[src/rtl/hw_lock_ctrl_pkg.sv]
// Shared definitions for the lock controller: operation codes, the per-core
// handshake state encoding and a constant-time clog2 helper.
package hw_lock_ctrl_pkg;

  localparam logic OP_ACQUIRE = 1'b1;
  localparam logic OP_RELEASE = 1'b0;

  typedef enum logic [1:0] {
    ST_IDLE = 2'd0,
    ST_WAIT = 2'd1,
    ST_DONE = 2'd2
  } core_state_t;

  function automatic int clog2(input int value);
    int r;
    r = 0;
    for (int i = 0; i < 31; i++) begin
      if ((1 << i) < value) r = i + 1;
    end
    return r;
  endfunction

endpackage

[src/rtl/lock_rr_arb.sv]
// Combinational round-robin pick: first asserted candidate at or after ptr,
// scanning upward with wrap-around.
module lock_rr_arb
  import hw_lock_ctrl_pkg::*;
#(
  parameter int N  = 4,
  parameter int PW = clog2(N)
) (
  input  logic [N-1:0]  cand,
  input  logic [PW-1:0] ptr,
  output logic [N-1:0]  gnt,
  output logic [PW-1:0] gnt_idx
);

  logic [PW-1:0] idx;
  logic          found;

  always_comb begin
    gnt     = '0;
    gnt_idx = '0;
    found   = 1'b0;
    idx     = '0;
    for (int off = 0; off < N; off++) begin
      idx = PW'((int'(ptr) + off) % N);
      if (!found && cand[idx]) begin
        found    = 1'b1;
        gnt[idx] = 1'b1;
        gnt_idx  = idx;
      end
    end
  end

endmodule

[src/rtl/hw_lock_ctrl.sv]
// Shares LOCKS mutexes among CORES requesters over 4-phase req/ack.
// Each core: IDLE -> WAIT (capture) -> DONE (ack) -> IDLE on req low.
module hw_lock_ctrl
  import hw_lock_ctrl_pkg::*;
#(
  parameter int CORES  = 4,
  parameter int LOCKS  = 8,
  parameter int LOCK_W = 3
) (
  input  logic                    clk,
  input  logic                    rst_n,
  input  logic [CORES-1:0]        req,
  input  logic [CORES-1:0]        op,
  input  logic [CORES*LOCK_W-1:0] lock_id,
  output logic [CORES-1:0]        ack,
  output logic [CORES-1:0]        err,
  output logic [LOCKS-1:0]        lock_held,
  output logic [2*CORES-1:0]      dbg_state
);

  localparam int CW = clog2(CORES);

  core_state_t       state_q [CORES];
  core_state_t       state_d [CORES];
  logic [CORES-1:0]  cap_op, armed, eligible;
  logic [LOCK_W-1:0] cap_id  [CORES];
  logic [CORES-1:0]  id_valid, id_own, id_other;
  logic [CORES-1:0]  direct_svc, direct_err, svc, svc_err;
  logic [CORES-1:0]  ack_d, err_d;
  logic [CW-1:0]     owner_q [LOCKS];
  logic [CW-1:0]     ptr_q   [LOCKS];
  logic [CW-1:0]     gnt_idx [LOCKS];
  logic [CORES-1:0]  cand    [LOCKS];
  logic [CORES-1:0]  gnt     [LOCKS];
  logic [LOCKS-1:0]  lock_grant, lock_release;

  // A core is looked at only from its second WAIT cycle, so a decision made
  // on the current owner table lands two edges after req is sampled.
  always_comb begin
    eligible = '0;
    id_valid = '0;
    id_own   = '0;
    id_other = '0;
    for (int i = 0; i < CORES; i++) begin
      eligible[i] = (state_q[i] == ST_WAIT) && armed[i];
      for (int k = 0; k < LOCKS; k++) begin
        if (cap_id[i] == LOCK_W'(k)) begin
          id_valid[i] = 1'b1;
          if (lock_held[k]) begin
            if (owner_q[k] == CW'(i)) id_own[i] = 1'b1;
            else                      id_other[i] = 1'b1;
          end
        end
      end
    end
  end

  always_comb begin
    direct_svc   = '0;
    direct_err   = '0;
    lock_release = '0;
    for (int k = 0; k < LOCKS; k++) cand[k] = '0;
    for (int i = 0; i < CORES; i++) begin
      if (eligible[i]) begin
        if (cap_op[i] == OP_RELEASE) begin
          direct_svc[i] = 1'b1;
          direct_err[i] = !id_own[i];
        end else if (!id_valid[i] || id_own[i]) begin
          direct_svc[i] = 1'b1;
          direct_err[i] = 1'b1;
        end
      end
      for (int k = 0; k < LOCKS; k++) begin
        if (eligible[i] && cap_id[i] == LOCK_W'(k)) begin
          // Only a lock that is free right now is contested; a release in
          // the same cycle is seen by acquirers one edge later.
          if (cap_op[i] == OP_ACQUIRE && !lock_held[k]) cand[k][i] = 1'b1;
          if (cap_op[i] == OP_RELEASE && id_own[i])     lock_release[k] = 1'b1;
        end
      end
    end
  end

  for (genvar k = 0; k < LOCKS; k++) begin : g_arb
    lock_rr_arb #(.N(CORES)) u_arb (
      .cand    (cand[k]),
      .ptr     (ptr_q[k]),
      .gnt     (gnt[k]),
      .gnt_idx (gnt_idx[k])
    );
    assign lock_grant[k] = |gnt[k];
  end

  always_comb begin
    svc     = direct_svc;
    svc_err = direct_err;
    for (int k = 0; k < LOCKS; k++) svc = svc | gnt[k];
  end

  always_comb begin
    for (int i = 0; i < CORES; i++) begin
      state_d[i] = state_q[i];
      case (state_q[i])
        ST_IDLE: if (req[i])  state_d[i] = ST_WAIT;
        ST_WAIT: if (svc[i])  state_d[i] = ST_DONE;
        ST_DONE: if (!req[i]) state_d[i] = ST_IDLE;
        default:              state_d[i] = ST_IDLE;
      endcase
    end
  end

  always_comb begin
    ack_d     = '0;
    err_d     = '0;
    dbg_state = '0;
    for (int i = 0; i < CORES; i++) begin
      ack_d[i] = (state_d[i] == ST_DONE);
      if (state_q[i] == ST_WAIT)      err_d[i] = svc[i] & svc_err[i];
      else if (state_d[i] == ST_DONE) err_d[i] = err[i];
      dbg_state[2*i +: 2] = state_q[i];
    end
  end

  always_ff @(posedge clk or negedge rst_n) begin
    if (!rst_n) begin
      ack    <= '0;
      err    <= '0;
      cap_op <= '0;
      armed  <= '0;
      for (int i = 0; i < CORES; i++) begin
        state_q[i] <= ST_IDLE;
        cap_id[i]  <= '0;
      end
    end else begin
      ack <= ack_d;
      err <= err_d;
      for (int i = 0; i < CORES; i++) begin
        state_q[i] <= state_d[i];
        armed[i]   <= (state_q[i] == ST_WAIT) && (state_d[i] == ST_WAIT);
        if (state_q[i] == ST_IDLE && req[i]) begin
          cap_op[i] <= op[i];
          cap_id[i] <= lock_id[i*LOCK_W +: LOCK_W];
        end
      end
    end
  end

  always_ff @(posedge clk or negedge rst_n) begin
    if (!rst_n) begin
      lock_held <= '0;
      for (int k = 0; k < LOCKS; k++) begin
        owner_q[k] <= '0;
        ptr_q[k]   <= '0;
      end
    end else begin
      for (int k = 0; k < LOCKS; k++) begin
        if (lock_release[k]) begin
          lock_held[k] <= 1'b0;
          owner_q[k]   <= '0;
        end else if (lock_grant[k]) begin
          lock_held[k] <= 1'b1;
          owner_q[k]   <= gnt_idx[k];
          ptr_q[k]     <= (gnt_idx[k] == CW'(CORES - 1)) ? '0 : gnt_idx[k] + CW'(1);
        end
      end
    end
  end

endmodule

[config.mk]
export PLATFORM = sky130hd
export DESIGN_NAME = hw_lock_ctrl
export DESIGN_NICKNAME = d
export VERILOG_FILES = /design/src/rtl/hw_lock_ctrl_pkg.sv /design/src/rtl/lock_rr_arb.sv /design/src/rtl/hw_lock_ctrl.sv
export SDC_FILE = /design/constraint.sdc
export NUM_CORES = 1
export LEC_CHECK = 0
export BUFFER_PORTS_ARGS = -buffer_cell sky130_fd_sc_hd__buf_2
export CORE_MARGIN = 8
export CORE_UTILIZATION = 55
export CTS_CLUSTER_SIZE = 14
export DETAILED_ROUTE_END_ITERATION = 16
export HOLD_SLACK_MARGIN = 0.12
export PLACE_DENSITY = 0.79
export SYNTH_ARGS = -nofsm -noshare
export SYNTH_HDL_FRONTEND = slang
export SYNTH_SLANG_ARGS = --single-unit
[constraint.sdc]
create_clock -name clk -period 4.3 [get_ports clk]
set_input_delay 0.645 -clock clk [delete_from_list [all_inputs] [get_ports clk]]
set_output_delay 0.645 -clock clk [all_outputs]
set_load 0.01 [all_outputs]
---- Yosys cells after proc, flatten, opt, wreduce, memory -nomap -nowiden ----
Index checks and enable logic that the tools add are counted.
storage, ports and cells
  word-level logic and storage cells ...... 1035
  input bits .............................. 22
  flip-flop bits (word level) ............. 76
  output and inout port bits .............. 24
operators by class
  order comparisons ....................... 64
  equal/unequal tests ..................... 80
  add/subtract/negate cells ............... 32
  bitwise gates (word level) .............. 48
  reduce and logical (&&, ||, !) cells .... 220
  muxes and demuxes ....................... 549
operators with widths
  operator                                                                              count
  1-bit 2-to-1 mux                                                                      381
  1-bit logical AND                                                                     136
  2-bit 2-to-1 mux                                                                      68
  4-bit 2-to-1 mux                                                                      32
  4-bit OR                                                                              32
  2-bit by 3-bit < comparator with 1-bit output (second input constant)                 32
  1-bit binary-select mux with 2-bit select                                             32
  1-bit demux with 2-bit select                                                         32
  2-bit equality test (second input constant)                                           32
  2-bit by 1-bit greater-or-equal comparator with 1-bit output (second input constant)  32
  3-bit equality test (second input constant)                                           16
  1-bit logical NOT                                                                     40
  2-bit by 1-bit adder with 2-bit output (second input constant)                        16
  2-bit adder (second input constant)                                                   16
  2-bit by 1-bit equality test with 1-bit output (second input constant)                16
  4-bit OR reduction                                                                    8
  3-bit by 2-bit equality test with 1-bit output (second input constant)                8
  2-bit logical NOT                                                                     12
  2-bit case mux with 3 select lines                                                    4
  2-bit AND reduction                                                                   8
  2-bit nonzero test                                                                    8
  3-bit by 1-bit equality test with 1-bit output (second input constant)                4
  3-bit logical NOT                                                                     4
  1-bit NOT                                                                             12
  other kinds (3)                                                                       12

---- Logic depth before layout (Yosys ltp) ----
  depth in word-level cells ............... 42
  depth in mapped cells ................... 13
  depth with buffers taken out ............ 11

---- Modules after synthesis ----
A second synthesis with hierarchy kept.
unflattened totals
  cells, all modules ...................... 854
  area total of the unflattened synthesis .. 7983.9 sq um
modules (own cells, without submodules)
  module                            cells an instance  area each (sq um)  sequential area each (sq um)  times used
  hw_lock_ctrl                      467                4560.6             1901.8                        1
  lock_rr_arb (g_arb[0].u_arb ...)  46                 419.2              0.0                           7
  lock_rr_arb (g_arb[6].u_arb)      65                 489.2              0.0                           1

---- Worst setup path after synthesis ----
Ideal clock, no wire load.
  kind .................................... flip-flop to flip-flop
  start ................................... reg state_q, in the netlist dbg_state[3]
  end ..................................... reg ack[3]
  setup slack ............................. 0.845 ns
  data arrival time ....................... 3.333 ns
  path buffers ............................ 1
  cell stages (with the launch flop) ...... 11
  required time ........................... 4.178 ns
  period minus slack after synthesis ...... 3.455 ns
  library setup time ...................... 0.122 ns
  cell sequence ........................... dfrtp_1 and4b_1 buf_2 nand4_1 and3_1 a211oi_1 mux2i_1 o221ai_1 or4_1 or4_4 o2bb2ai_1
between the ends
  longest elaborated chain between the ends .. 27
  elaborated cells between the ends (all ways) .. 221
  those cells by class .................... eq/ne (2); mux (130); bitwise (32); reduce/logical (57)
RTL lines
  item                                                line                 RTL
  start: declaration                                  hw_lock_ctrl.sv:23   core_state_t state_q [CORES];
  start signal: indexed assignment                    hw_lock_ctrl.sv:138  state_q[i] <= state_d[i];
  2-bit by 1-bit equality test with 1-bit output (*)  hw_lock_ctrl.sv:45   eligible[i] = (state_q[i] == ST_WAIT) && armed[i];
  1-bit logical AND (*)                               hw_lock_ctrl.sv:45
  1-bit logical AND                                   hw_lock_ctrl.sv:74   if (eligible[i] && cap_id[i] == LOCK_W'(k)) begin
  1-bit 2-to-1 mux                                    hw_lock_ctrl.sv:74
  1-bit binary-select mux with 2-bit select           lock_rr_arb.sv:25    if (!found && cand[idx]) begin
  1-bit 2-to-1 mux (implied by the code)              lock_rr_arb.sv:25
  1-bit 2-to-1 mux                                    lock_rr_arb.sv:25
  1-bit logical NOT                                   lock_rr_arb.sv:25
  [... 6 more ...]                                    -
  1-bit logical AND                                   lock_rr_arb.sv:25
  4-bit 2-to-1 mux                                    lock_rr_arb.sv:25
  4-bit OR (7 in series)                              hw_lock_ctrl.sv:97   for (int k = 0; k < LOCKS; k++) svc = svc | gnt[k];
  4-bit OR (*)                                        hw_lock_ctrl.sv:97
  2-bit 2-to-1 mux (*)                                hw_lock_ctrl.sv:105  ST_WAIT: if (svc[i]) state_d[i] = ST_DONE;
  2-bit case mux with 3 select lines (*)              hw_lock_ctrl.sv:103  case (state_q[i])
  2-bit equality test (*)                             hw_lock_ctrl.sv:117  ack_d[i] = (state_d[i] == ST_DONE);
  net ack_d[3]                                        hw_lock_ctrl.sv:29   logic [CORES-1:0] ack_d, err_d;
  end signal: assignment                              hw_lock_ctrl.sv:135  ack <= ack_d;
  end: declaration                                    hw_lock_ctrl.sv:15   output logic [CORES-1:0] ack,
Mark *: on every way through the listed nets, which the timed path passes. The rest lies on a longest branch. The select of a mux whose other input is x is not followed.
A chain may end at the register's enable or synchronous reset.

==> flow_results.org <==
** Outcome
- Result of the run :: complete, no violations

** Global routing
- First-pass GRT wire length :: 41,600 µm
- The via count of the first global-routing pass came to 7,600.
- After global routing the overflow that remains totals 0.
- Entering global routing, the biggest net connects 77 pins.
- The number of antenna violations at the first check in global routing is 1.
- In the global route stage, overall resource usage came out at 28.6%.

** Clock tree
- After clock tree synthesis, the setup repair step added 0 buffers.
- The clock passes through at most 2 buffers.
- CTS-repair resized insts :: 0
- TritonCTS built the clock tree.
- Skew-Pair Late Insertion Delay :: 0.35 ns
- The tree is rooted in a sky130_fd_sc_hd__clkbuf_16.
- Register clock-pin slew on the reported worst setup and hold paths :: 0.06 ns
- Number of buffers added to fix hold violations after cts :: 0
- Number of levels the H-tree was split into :: 3
- The number of clock buffers added by TritonCTS is 9.
- The tree built by TritonCTS fans out to 76 sinks.

** Drt
- Total number of vias :: 8,077
- In the routed layout, each cell is associated on average with a via count of 6.96.
- Residual antenna-violating net count after detailed routing :: 0
- For this run, the detailed router's first-pass iteration total came to 9.
- Drt first-iter violations :: 1,009
- Final routed DRC violation total :: 0
- After detailed routing, the average wire length per cell comes to 22.1 µm.
- Summed over all layers, the routed wires come to 25,600 µm.

** Timing
- Max transition margin :: 27.2%
- Final-report hold violation count :: 0
- Setup repair after global routing left no endpoint under its margin.
- Setup violations remaining at the end of the flow were counted as 0.
- The smallest clock period supported by the final layout is computed as 3.96 ns.
- Across all setup checks in the final design, the least slack found is 0.344 ns.
- Period utilisation layout :: 92.0%
- The final-report max-slew violation count is 0.
- Maximum frequency from static timing analysis :: 253 MHz
- Final setup skew :: 0.00500 ns
- For the pin with the worst max-slew slack, the measured transition is 1.08 ns.
- Final sum of negative setup slack :: 0 ns

** Hold path
- Tightest Hold Check Type :: primary input to asynchronous set/reset pin

** Critical path
- Data on the critical path arrives at its endpoint at 4.18 ns.
- Worst Setup Path Type :: flip-flop to flip-flop
- Maximum fanout along the worst path :: 9
- STA classifies the critical path startpoint as a flip-flop.
- STA classifies the critical path endpoint as a flip-flop.
- Data required time of the worst path :: 4.52 ns

** Yosys
- Counting every net in the synthesized netlist gives 1,010.
- In this run the biggest area consumer among cell types represents 24.5% of the synthesized area.
- Count of cell types in the netlist :: 85
- The share of the Yosys chip area taken by registers is 24.5%.
- The synthesized design contains 0 enable-type register cells.
- Warnings from Yosys :: 0
- In the synthesized netlist the dominant register cell turns out to be sky130_fd_sc_hd__dfrtp_1.
- After synthesis the netlist holds a flip-flop and latch count of 76.
- The biggest area contributor in the post-synthesis netlist is sky130_fd_sc_hd__dfrtp_1.
- Fraction of registers with async set or reset after synthesis :: 100%
- A synthesized cell averages 8.18 µm².
- Sorting the synthesized cells by area gives the leading types as sky130_fd_sc_hd__dfrtp_1, sky130_fd_sc_hd__ha_1, sky130_fd_sc_hd__mux2_2.
- By instance count, the leading cell after synthesis is sky130_fd_sc_hd__dfrtp_1.
- The mapped netlist covers 0.00775 mm².
- Most numerous cell types in the synthesized netlist :: sky130_fd_sc_hd__dfrtp_1, sky130_fd_sc_hd__nand2_1, sky130_fd_sc_hd__nor2_1
- Counting every instance in the synthesized netlist gives 948.

** Placed design
- Pre-CTS setup slack :: 0.528 ns
- After legalization and detailed placement, the total HPWL measured 19,400 µm.
- Final GP Congestion :: 1.03
- Placed insts :: 1,144
- Input and output buffers added on the ports amount to 45.

** Power and ir drop
- Maximum resistive drop on vdd :: 0.396 mV
- Leakage power total :: 0.00342 µW
- Power density of the placed cells :: 623 mW/mm²

** Die
- Die width :: 135 µm
- Area of the core :: 0.0138 mm²
- Initial core utilization :: 56.1%
- The floorplan has 43 rows.
- The die covers 0.0181 mm².
- Die Span Y :: 135 µm
- 46 I/O pins were placed.

** Cells and area
- In the final layout, the multi-input gates occupy 0.00543 mm².
- Compared with the post-synthesis result, the final layout area differs by 8.35%.
- Across the whole layout, storage elements account for 0.00190 mm².
- Total of fill cells in the finished design :: 1,277
- Number of cells in the finished layout apart from fillers :: 1,160
- Utilization of the core after routing :: 60.7%
- Count of inserted antenna diode cells :: 0
- Cells with a size suffix above 1 make up 13.2% of the layout.
- Final net count :: 1,037

** Job
- Across the run, the number of max-cap violations was 0.
==> routing by layer <==
layer  share of wire [%]  global-route usage, %
met5               0.051                      0
met4                 3.5                   12.0
met3                  11                   7.02
met2                  44                   43.4
met1                  41                   37.9
==> cells by family after synthesis <==
family	synth area share [%]
buf+inv	5.46
simple gates	29.2
flops	24.5
fa+ha+maj	6.46
mux	9.02
compound gates	23.5
xor+xnor	1.81
==> through the flow <==
stage                     hold WS [ns]  area (µm²)  total power (µW)
after CTS                        0.499        8400              5140
after detailed placement         0.496        8130              4400
after floorplan                  0.349        7750              3510
after global routing             0.532        8400              5580
final                            0.459        8400              5240
after global placement           0.507        8130              4350
==> sequential cells by signal, summed over array words and instances (netlist names), named ones only <==
signal     count
ack            4
armed          4
cap_id        12
cap_op         4
dbg_state      8
err            4
lock_held      8
owner_q       16
ptr_q         11
==> cell type report <==
cell class | count | share of cell area [%]
clock buffer | 12 | 2.94
clock inverter | 4 | 0.298
inverter | 58 | 2.59
multi-input combinational | 768 | 64.6
sequential | 76 | 22.6
tap | 180 | 2.68
timing repair buffer | 62 | 4.23
==> worst max-delay path, stage by stage, from the launching register on <==
cell	delay, ns
sky130_fd_sc_hd__dfrtp_1	0.45
sky130_fd_sc_hd__nand4b_1	0.58
sky130_fd_sc_hd__nor4_1	0.62
sky130_fd_sc_hd__nor2_1	0.14
sky130_fd_sc_hd__o22a_1	0.28
sky130_fd_sc_hd__o2111a_1	0.16
sky130_fd_sc_hd__or4_1	0.58
sky130_fd_sc_hd__nor4_1	0.51
sky130_fd_sc_hd__nand4b_1	0.31
sky130_fd_sc_hd__o2bb2ai_1	0.21
==> path summary, 6_finish.rpt <==
path | depth (start not counted) | slack [ns] | startpoint | to
worst max register to register | 9 | 0.34 | dbg_state[7] | dbg_state[3]
worst max-delay path | 9 | 0.34 | dbg_state[7] | dbg_state[3]
worst min-delay path | 1 | 0.46 | rst_n | owner_q[3]
worst min register to register | 2 | 0.52 | err[0] | err[0]
min in group clk | 3 | 0.51 | lock_id[8] | cap_id[5]
max in group asynchronous | 1 | 3.21 | rst_n | lock_held[3]
==> cells in the final DEF, fill, tap and decap left out, types with 13 or more instances in the layout <==
cell type and instances:
sky130_fd_sc_hd__a211oi_1 14, sky130_fd_sc_hd__a21oi_1 34, sky130_fd_sc_hd__and2_1 16, sky130_fd_sc_hd__and3_1 15, sky130_fd_sc_hd__buf_2 44, sky130_fd_sc_hd__buf_4 18
sky130_fd_sc_hd__dfrtp_1 76, sky130_fd_sc_hd__ha_1 40, sky130_fd_sc_hd__inv_1 55, sky130_fd_sc_hd__mux2_2 24, sky130_fd_sc_hd__mux2i_1 23, sky130_fd_sc_hd__nand2_1 66
sky130_fd_sc_hd__nand2b_1 14, sky130_fd_sc_hd__nand3_1 26, sky130_fd_sc_hd__nand4_1 35, sky130_fd_sc_hd__nand4b_1 13, sky130_fd_sc_hd__nor2_1 65, sky130_fd_sc_hd__nor2b_1 22
sky130_fd_sc_hd__nor3_1 44, sky130_fd_sc_hd__nor4_1 25, sky130_fd_sc_hd__o21a_1 14, sky130_fd_sc_hd__o21ai_0 41, sky130_fd_sc_hd__o22ai_1 14, sky130_fd_sc_hd__xnor2_1 13
==> power breakdown <==
group / internal (µW) / switching, µW / total [µW] / leakage (µW)
combinational: 1070 / 1780 / 2850 / 0.00234
sequential: 999 / 661 / 1660 / 0.000954
clock: 405 / 317 / 723 / 0.000129
total: 2480 / 2760 / 5240 / 0.00342
(Power assumes the default switching activity.)
